**config.mk**
```make
export PLATFORM = sky130hd
export DESIGN_NAME = memory_stage
export DESIGN_NICKNAME = d
export VERILOG_FILES = /design/src/rtl/memory_stage.sv
export SDC_FILE = /design/constraint.sdc
export NUM_CORES = 1
export LEC_CHECK = 0
export CORE_MARGIN = 5
export CORE_UTILIZATION = 43
export DETAILED_ROUTE_END_ITERATION = 6
export GPL_ROUTABILITY_DRIVEN = 0
export PLACE_DENSITY = 0.79
export SYNTH_ARGS = -nofsm -noshare
export SYNTH_HDL_FRONTEND = slang
export SYNTH_SLANG_ARGS = --single-unit
```
**constraint.sdc**
```tcl
create_clock -name clk -period 2.3 [get_ports clk]
set_clock_uncertainty 0.2 [all_clocks]
set_input_delay 0.345 -clock clk [delete_from_list [all_inputs] [get_ports clk]]
set_output_delay 0.345 -clock clk [all_outputs]
set_load 0.005 [all_outputs]
```
**src/rtl/memory_stage.sv**
```systemverilog
// Memory pipeline stage: EX/MEM register, req/ready data-memory access with a
// bounded wait counter and sticky timeout flag, and a registered MEM/WB bundle.
module memory_stage #(
    parameter int unsigned WIDTH   = 22,
    parameter int unsigned ADDR_W  = 10,
    parameter int unsigned TIMEOUT = 16
) (
    input  logic              clk,
    input  logic              rst,
    input  logic              pc_src_m,
    input  logic              reg_write_m,
    input  logic              mem_reg_m,
    input  logic              mem_write_m,
    input  logic [WIDTH-1:0]  alu_result_m,
    input  logic [WIDTH-1:0]  write_data_m,
    input  logic [3:0]        write_register_m,
    output logic              stall_m,
    output logic              mem_req,
    output logic              mem_we,
    output logic [ADDR_W-1:0] mem_addr,
    output logic [WIDTH-1:0]  mem_wdata,
    input  logic              mem_ready,
    input  logic [WIDTH-1:0]  mem_rdata,
    output logic              pc_src_w,
    output logic              reg_write_w,
    output logic              mem_reg_w,
    output logic [WIDTH-1:0]  alu_result_w,
    output logic [WIDTH-1:0]  read_data_w,
    output logic [3:0]        write_register_w,
    output logic              mem_err
);
    localparam int unsigned CNT_W = (TIMEOUT > 1) ? $clog2(TIMEOUT) : 1;
    localparam logic [CNT_W-1:0] CNT_MAX = CNT_W'(TIMEOUT - 1);

    logic             ex_pc_src;
    logic             ex_reg_write;
    logic             ex_mem_reg;
    logic             ex_mem_write;
    logic [WIDTH-1:0] ex_alu_result;
    logic [WIDTH-1:0] ex_write_data;
    logic [3:0]       ex_write_register;
    logic [CNT_W-1:0] wait_cnt;

    logic mem_op;
    logic is_load;
    logic timeout;
    logic complete;

    // Request side is decoded purely from the held EX/MEM contents and the counter.
    always_comb begin
        mem_op    = ex_mem_write | (ex_mem_reg & ex_reg_write);
        is_load   = ex_mem_reg & ex_reg_write & ~ex_mem_write;
        timeout   = (wait_cnt == CNT_MAX);
        mem_req   = mem_op;
        mem_we    = ex_mem_write;
        mem_addr  = ex_alu_result[ADDR_W-1:0];
        mem_wdata = ex_write_data;
        stall_m   = mem_op & ~mem_ready & ~timeout;
        complete  = mem_op & (mem_ready | timeout);
    end

    always_ff @(posedge clk) begin
        if (!rst) begin
            ex_pc_src         <= 1'b0;
            ex_reg_write      <= 1'b0;
            ex_mem_reg        <= 1'b0;
            ex_mem_write      <= 1'b0;
            ex_alu_result     <= '0;
            ex_write_data     <= '0;
            ex_write_register <= '0;
            wait_cnt          <= '0;
            mem_err           <= 1'b0;
            pc_src_w          <= 1'b0;
            reg_write_w       <= 1'b0;
            mem_reg_w         <= 1'b0;
            alu_result_w      <= '0;
            read_data_w       <= '0;
            write_register_w  <= '0;
        end else begin
            if (complete) begin
                wait_cnt <= '0;
            end else if (stall_m) begin
                wait_cnt <= wait_cnt + CNT_W'(1);
            end

            // mem_ready wins over a coincident timeout.
            if (complete && !mem_ready) begin
                mem_err <= 1'b1;
            end

            if (stall_m) begin
                pc_src_w    <= 1'b0;
                reg_write_w <= 1'b0;
                mem_reg_w   <= 1'b0;
            end else begin
                ex_pc_src         <= pc_src_m;
                ex_reg_write      <= reg_write_m;
                ex_mem_reg        <= mem_reg_m;
                ex_mem_write      <= mem_write_m;
                ex_alu_result     <= alu_result_m;
                ex_write_data     <= write_data_m;
                ex_write_register <= write_register_m;
                pc_src_w          <= ex_pc_src;
                reg_write_w       <= ex_reg_write;
                mem_reg_w         <= ex_mem_reg;
                alu_result_w      <= ex_alu_result;
                write_register_w  <= ex_write_register;
                if (is_load) begin
                    read_data_w <= mem_ready ? mem_rdata : '0;
                end
            end
        end
    end
endmodule
```
* Word-level counts from Yosys, hierarchy flattened *
Cells that the tools add are included.

storage, ports and cells
  logic and storage cells = 35
  bits in registers = 108

operators by class
  reduce and logical (&&, ||, !) cells = 5
  equality and inequality tests = 1
  multiplexer cells = 1
  bitwise operators = 12
  $add $sub $neg = 1

operators with widths
  operator             number
  $mux 22              1
  $and 1x1->1          5
  $not 1->1            5
  $add 4x1->4 const B  1
  $eq 4x4->1 const B   1
  $reduce_or 2->1      2
  $or 1x1->1           2
  $reduce_and 2->1     1
  $logic_and 1x1->1    1
  $logic_not 1->1      1

* Depth between registers and ports, before layout *
Gate-level depths: netlist (run 1).

  depth in word-level cells = 6
  mapped depth = 7
  depth with buffers taken out = 5

* Worst setup path before layout (run 1) *
No wires, ideal clock.

  kind = register to output
  start point = register wait_cnt[0]
  end point = output stall_m
  slack = 0.395 ns
  data required time = 1.755 ns
  path buffers = 2
  cell stages (with the launch flop) = 7
  data arrival time = 1.360 ns
  cell sequence = dfxtp_1 -> ha_1 -> a31oi_4 -> nand2_8 -> inv_2 -> buf_6 -> buf_6

on the way
  longest elaborated chain between the ends = 3

ends and longest elaborated chain
  element                 line  source
  start, declared         42    logic [CNT_W-1:0] wait_cnt;
  start signal, assigned  83    wait_cnt <= wait_cnt + CNT_W'(1);
  $eq 4x4->1              53    timeout = (wait_cnt == CNT_MAX);
  $not 1->1               58    stall_m = mem_op & ~mem_ready & ~timeout;
  $and 1x1->1             58
  end, declared           17    output logic stall_m,

Every way passes these cells.

* Final worst setup path (run 1) *
  start point = register ex_reg_write
  end point = output mem_req

on the way
  longest elaborated chain between the ends = 2

ends and longest elaborated chain
  element                 line  source
  start, declared         36    logic ex_reg_write;
  start signal, assigned  97    ex_reg_write <= reg_write_m;
  $and 1x1->1             51    mem_op = ex_mem_write | (ex_mem_reg & ex_reg_write);
  $or 1x1->1              51
  end, declared           18    output logic mem_req,

Every way passes these cells.

==> impl_metrics.yaml, run 1 <==
cells_and_area:
  drive_gt1_share_pct: 6.32
  nNetsFinal: 674
  antenna_cells: 0
  seqCellArea_mm2: 0.00216
  multi_input_area_mm2: 0.00177
  syn_to_final_growth_pct: 45.3
  fillers: 856
worst_setup_path:
  crit_type: "flip-flop to primary output"
  crit_arrival_ns: 1.58
  endpoint_kind: "primary output"
  worstReg2RegStart: "wait_cnt[0]"
  critPathCapture: "mem_req"
  r2r-end: "ex_alu_result[4]"
  worst_setup_path_start_kind: "flip-flop"
  reg2reg_depth: 6
  cp.required_ns: 1.75
  reg2reg_slack_ns: 0.40
  crit_start: "ex_reg_write"
  cp_max_fo: 8
run_status:
  outcome: "completed"
drt:
  drtAntennaViolNets: 0
  routedWlPerCell_um: 13.9
  wl_met1_um: 4170
  wl_met3_um: 989
  dr_total_vias: 3520
  drc: 0
  dr_wl_met2_um: 4890
  firstDrtPassIters: 4
  via_per_inst: 4.80
  highest_layer: "met4"
  drtIter0Drc: 140
  finalWirelength_um: 10200
synthesis:
  synth_area_leaders: "dfxtp_1, mux2i_1, nand2_1"
  synth_enable_flop_cells: 0
  syn_area_per_cell_um2: 9.26
  synth_top_family_by_area: "simple AND/OR/NAND/NOR gates"
  yosysTopAreaCell: "dfxtp_1"
  synth_area_mm2: 0.00419
  synth_mux_area_share_pct: 17.9
  synth_warnings: 0
  yosys.area_share.simple_pct: 18.4
  netlist_instances: 453
  synth_compound_area_share_pct: 5.40
  synth-xor-area-share_pct: 0
  ys.flop_type: "dfxtp_1"
  synthAdderAreaFrac_pct: 0.298
  syn-num-nets: 531
  synth_common_cells: "nand2_1, dfxtp_1, mux2i_1, o22ai_1, clkbuf_1"
  yosysTopAreaCellShare_pct: 51.6
  async_reset_ff_share_pct: 0
  synth_cell_types: 31
  yosys.cell_count.top_type: "nand2_1"
  yosys_register_bits: 108
  seq_area_frac_synth_pct: 51.6
clock_tree:
  cts-root-buf: "clkbuf_8"
  postCtsHoldBufs: 0
  tritoncts: "built"
  max-clock-path-buffers: 2
  clk_latency_ns: 0.36
  numCtsBuffers: 9
  clock_sinks: 108
  clk_pin_slew_ns: 0.11
  htree_levels: 3
floorplan:
  core_area_mm2: 0.00964
  io_pins: 164
  die_h_um: 109
  start_util_pct: 43.5
  die_w_um: 109
  num_rows: 36
  dieArea_mm2: 0.0118
sta:
  hold_viol_final: 0
  max_freq_ghz: 0.471
  worstMarginPinSlew_ns: 0.498
  post-route-min-period_ns: 2.12
  setup_viol: 0
  setup_tns_ns: 0
  drv_slew: 0
  maxSlewHeadroom_pct: 66.8
  grt_setup_unrepaired: "no"
  final.period_utilization_pct: 92.3
hold_path:
  min_path_cells: 2
  hp-class: "flip-flop to flip-flop"
run:
  cap_viol_max_count: 0
power_and_ir_drop:
  p_leak_nw: 2.30
  p_per_area_mw_per_mm2: 628
  power_mw: 3.82
  vdd_drop_max_mv: 0.463
grt:
  first_global_vias: 3482
  grt_max_degree: 74
  grt_usage_pct: 17.2
  antenna_found_initial: 0
  overflow: 0
  grt_first_pass_wirelength_um: 16400
placed_design:
  hpwl_um: 7500
  numPortBuffers: 163
==> per-layer routing <==
| metal | vias to the layer above | global-route usage (%) |
|---|---|---|
| met5 | - | 0 |
| met4 | 0 | 6.13 |
| met3 | 15 | 6.93 |
| met2 | 127 | 29.0 |
| met1 | 1608 | 19.7 |
| li1 | 1770 | - |
==> how the worst min path moves through the flow <==
stage	from	to	slack [ns]
floorplan	ex_pc_src	ex_pc_src	0.23
global placement	mem_wdata[21]	mem_wdata[21]	0.24
detailed placement	mem_wdata[6]	mem_wdata[6]	0.25
CTS	rst	mem_err	0.25
global route	rst	mem_err	0.27
finish	ex_pc_src	ex_pc_src	0.26
==> layout by cell type, fill, tap and decap left out, drive strengths merged, types with 2 or more instances in the layout <==
cell type      count
nand2            175
clkdlybuf4s50    161
dfxtp            108
mux2i             75
o22ai             22
buf               12
clkbuf            11
nand3              5
inv                5
o21ai              4
a21oi              3
and3               3
nand4              2
a31oi              2
nor3               2
==> worst max-delay path: stages (launching register included) <==
cell             delay [ns]
dfxtp_1                0.38
a21oi_4                0.28
inv_4                  0.10
clkdlybuf4s50_1        0.46
==> cells by family after synthesis <==
family                   Yosys count
buffers and inverters             45
flip-flops                       108
multiplexers                      75
AND/OR/NAND/NOR                  191
AO/OA/AOI/OAI                     33
adder cells (fa/ha/maj)            1
==> cell type report <==
cell class | instances | area share [%]
Sequential cell | 108 | 35.5
Multi-Input combinational cell | 300 | 29.0
Timing Repair Buffer | 174 | 28.9
Tap cell | 133 | 2.73
Clock buffer | 11 | 2.49
Clock inverter | 5 | 1.09
Inverter | 3 | 0.267
==> metrics by stage <==
| stage | instances | area (um2) | utilization [%] | setup WS, ns | hold WS, ns |
|---|---|---|---|---|---|
| after floorplan | 453 | 4190 | - | 0.395 | 0.234 |
| after global placement | 717 | 5860 | 60.8 | 0.0790 | 0.244 |
| after detailed placement | 717 | 5860 | 60.8 | 0.0470 | 0.251 |
| after CTS | 734 | 6090 | 63.2 | 0.151 | 0.248 |
| after global routing | 734 | 6090 | 63.2 | 0.0879 | 0.271 |
| final | 734 | 6090 | 63.2 | 0.177 | 0.263 |
==> power breakdown <==
group          internal [mW]  leakage [nW]  switching [mW]
Clock                  0.577         0.108           0.633
Combinational          0.356          1.31           0.235
Sequential              1.97         0.888          0.0509
Total                   2.91          2.30           0.919
==> repair_timing <==
action	CTS	global route
buffers inserted	1	0
endpoints found under the hold margin	0	0
endpoints found under the setup margin	1	0
gates resized for setup	3	0
(Power assumes the default switching activity.)
==> run 2, diff against run 1 <==
--- a/config.mk
+++ b/config.mk
@@ -9,7 +9,9 @@
 export CORE_UTILIZATION = 43
 export DETAILED_ROUTE_END_ITERATION = 6
 export GPL_ROUTABILITY_DRIVEN = 0
+export GPL_TIMING_DRIVEN = 0
 export PLACE_DENSITY = 0.79
+export SLEW_MARGIN = 20
 export SYNTH_ARGS = -nofsm -noshare
 export SYNTH_HDL_FRONTEND = slang
 export SYNTH_SLANG_ARGS = --single-unit
==> run 2 against run 1 <==
Hold slack better by 0.0019 ns. Fmax shrank 2.2%. First-iteration DRC count is 28% lower. Routed wire length increased by 14%. Non-clock buffer count increased by 34. Final area grew 1.8%. Sequential share of layout area down 0.62 points. Register-to-register slack worse by 0.11 ns. Clock-buffer cell count is 1 lower. Sequential power is essentially flat.
==> impl_metrics.yaml, run 2 (synthesis results as in run 1) <==
drt:
  firstDrtPassIters: 4
  routedWlPerCell_um: 15.2
  via_per_inst: 4.88
  drtIter0Drc: 101
  drc: 0
  dr_total_vias: 3745
  drtAntennaViolNets: 0
  finalWirelength_um: 11700
placed_design:
  placed_cell_area_mm2: 0.00598
  placedCellCount: 748
  numPortBuffers: 162
  hpwl_um: 8810
clock_tree:
  htree_levels: 3
  clk_latency_ns: 0.35
  max-clock-path-buffers: 2
  tritoncts: "built"
  clk_pin_slew_ns: 0.10
  clock_sinks: 108
  cts-root-buf: "clkbuf_8"
  numCtsBuffers: 9
grt:
  grt_usage_pct: 19.6
  antenna_found_initial: 0
  first_global_vias: 3824
  grt_max_degree: 19
  overflow: 0
  grt_first_pass_wirelength_um: 18300
hold_path:
  hp-class: "flip-flop to flip-flop"
  min_path_cells: 2
  min_from: "alu_result_w[13]"
  min_to: "alu_result_w[13]"
sta:
  setup_viol: 0
  grt_setup_unrepaired: "no"
  final.period_utilization_pct: 94.4
  max_freq_ghz: 0.461
  post-route-min-period_ns: 2.17
  hold_viol_final: 0
  drv_slew: 0
  worstMarginPinSlew_ns: 0.633
  maxSlewHeadroom_pct: 57.8
cells_and_area:
  fin_cells: 768
  final_common_cell: "nand2_1"
  drive_gt1_share_pct: 8.03
  antenna_cells: 0
  design_area_mm2: 0.00620
  nNetsFinal: 708
  syn_to_final_growth_pct: 48.0
  layout_common_cells: "nand2_1, clkdlybuf4s50_1, dfxtp_1"
power_and_ir_drop:
  vdd_drop_max_mv: 0.357
  p_per_area_mw_per_mm2: 597
  p_leak_nw: 2.37
worst_setup_path:
  cp_max_fo: 8
  critPathSlowestCell: "dfxtp_1"
  r2r-end: "read_data_w[15]"
  worstReg2RegStart: "wait_cnt[0]"
  crit_arrival_ns: 1.63
  cp_num_cells: 6
  crit_family: "buffers and inverters"
  cp.required_ns: 1.75
  crit_path_cell_trace: "a21oi_4 > inv_4 > nand2_8 > inv_4 > buf_12 > dlygate4sd2_1"
  critPathBufInv: 4
  worst_setup_path_start_kind: "flip-flop"
  max_stage_delay_ns: 0.39
  cp_common_cell: "inv_4"
  crit_type: "flip-flop to primary output"
  endpoint_kind: "primary output"
  reg2reg_slack_ns: 0.29
  reg2reg_depth: 6
floorplan:
  start_util_pct: 43.5
  core_area_mm2: 0.00964
  num_rows: 36
  dieArea_mm2: 0.0118
  die_w_um: 109
  io_pins: 164
  die_h_um: 109
run_status:
  outcome: "completed"
run:
  cap_viol_max_count: 0
==> run 2: changes by cell type in the layout (fill, tap and decap cells not counted), sizes merged <==
cell           previous run  this run
inv                       5         6
clkinv                    1         2
buf                      12        27
clkbuf                   11        29
clkdlybuf4s50           161       160
bufinv                    1         0
dlygate4sd2               1         2
==> run 2: power by group <==
part | internal, mW | leakage [nW] | switching (mW) | total, mW
Clock | 0.407 | 0.0890 | 0.634 | 1.04
Combinational | 0.376 | 1.40 | 0.260 | 0.636
Sequential | 1.97 | 0.889 | 0.0536 | 2.03
Total | 2.76 | 2.37 | 0.947 | 3.70
==> run 2: tightest hold or removal path, cell delays in order, from the launching register on <==
cell	delay [ns]
dfxtp_1	0.32
nand2_1	0.05
mux2i_1	0.05
==> run 2: repair_timing <==
| item | CTS | global route |
|---|---|---|
| resized for setup | 9 | 0 |
| endpoints found under the setup margin | 1 | 0 |
| hold buffers | 0 | 0 |
| buffers inserted | 5 | 0 |
==> run 2: how the worst max path moves through the flow <==
stage	startpoint	to	slack (ns)
2_1_floorplan	wait_cnt[0]	stall_m	0.40
3_3_place_gp	mem_ready	stall_m	-0.63
3_5_place_dp	mem_ready	stall_m	-0.66
4_1_cts	ex_reg_write	stall_m	0.10
5_1_grt	ex_reg_write	stall_m	0.04
6_report	ex_reg_write	stall_m	0.13
==> run 2: final cells by class <==
class	count	area [um2]
plain buffers	41	254
clock buffers	10	128
clock inverters	6	46.3
fillers	857	3430
inverters	3	16.3
multi-input cells	300	1770
flip-flops and latches	108	2160
well taps	133	166
repair buffers	167	1660
==> run 2: routing by layer <==
layer  up-vias  GRT usage (%)  wire length, um
li1       1845              -                -
met1      1749           22.6             4890
met2       131           33.5             5570
met3        20           6.99             1030
met4         0           6.85              199
met5         -              0                0
==> run 2: per-stage QoR <==
stage	utilization, %	setup slack, ns	setup TNS [ns]	total power, mW	hold WS [ns]
after global routing	64.4	0.0424	0	3.88	0.290
after floorplan	-	0.395	0	2.33	0.234
after CTS	64.4	0.104	0	3.74	0.269
final	64.4	0.129	0	3.70	0.265
after global placement	62.0	-0.631	-2.75	2.68	0.244
after detailed placement	62.0	-0.662	-6.47	2.70	0.255
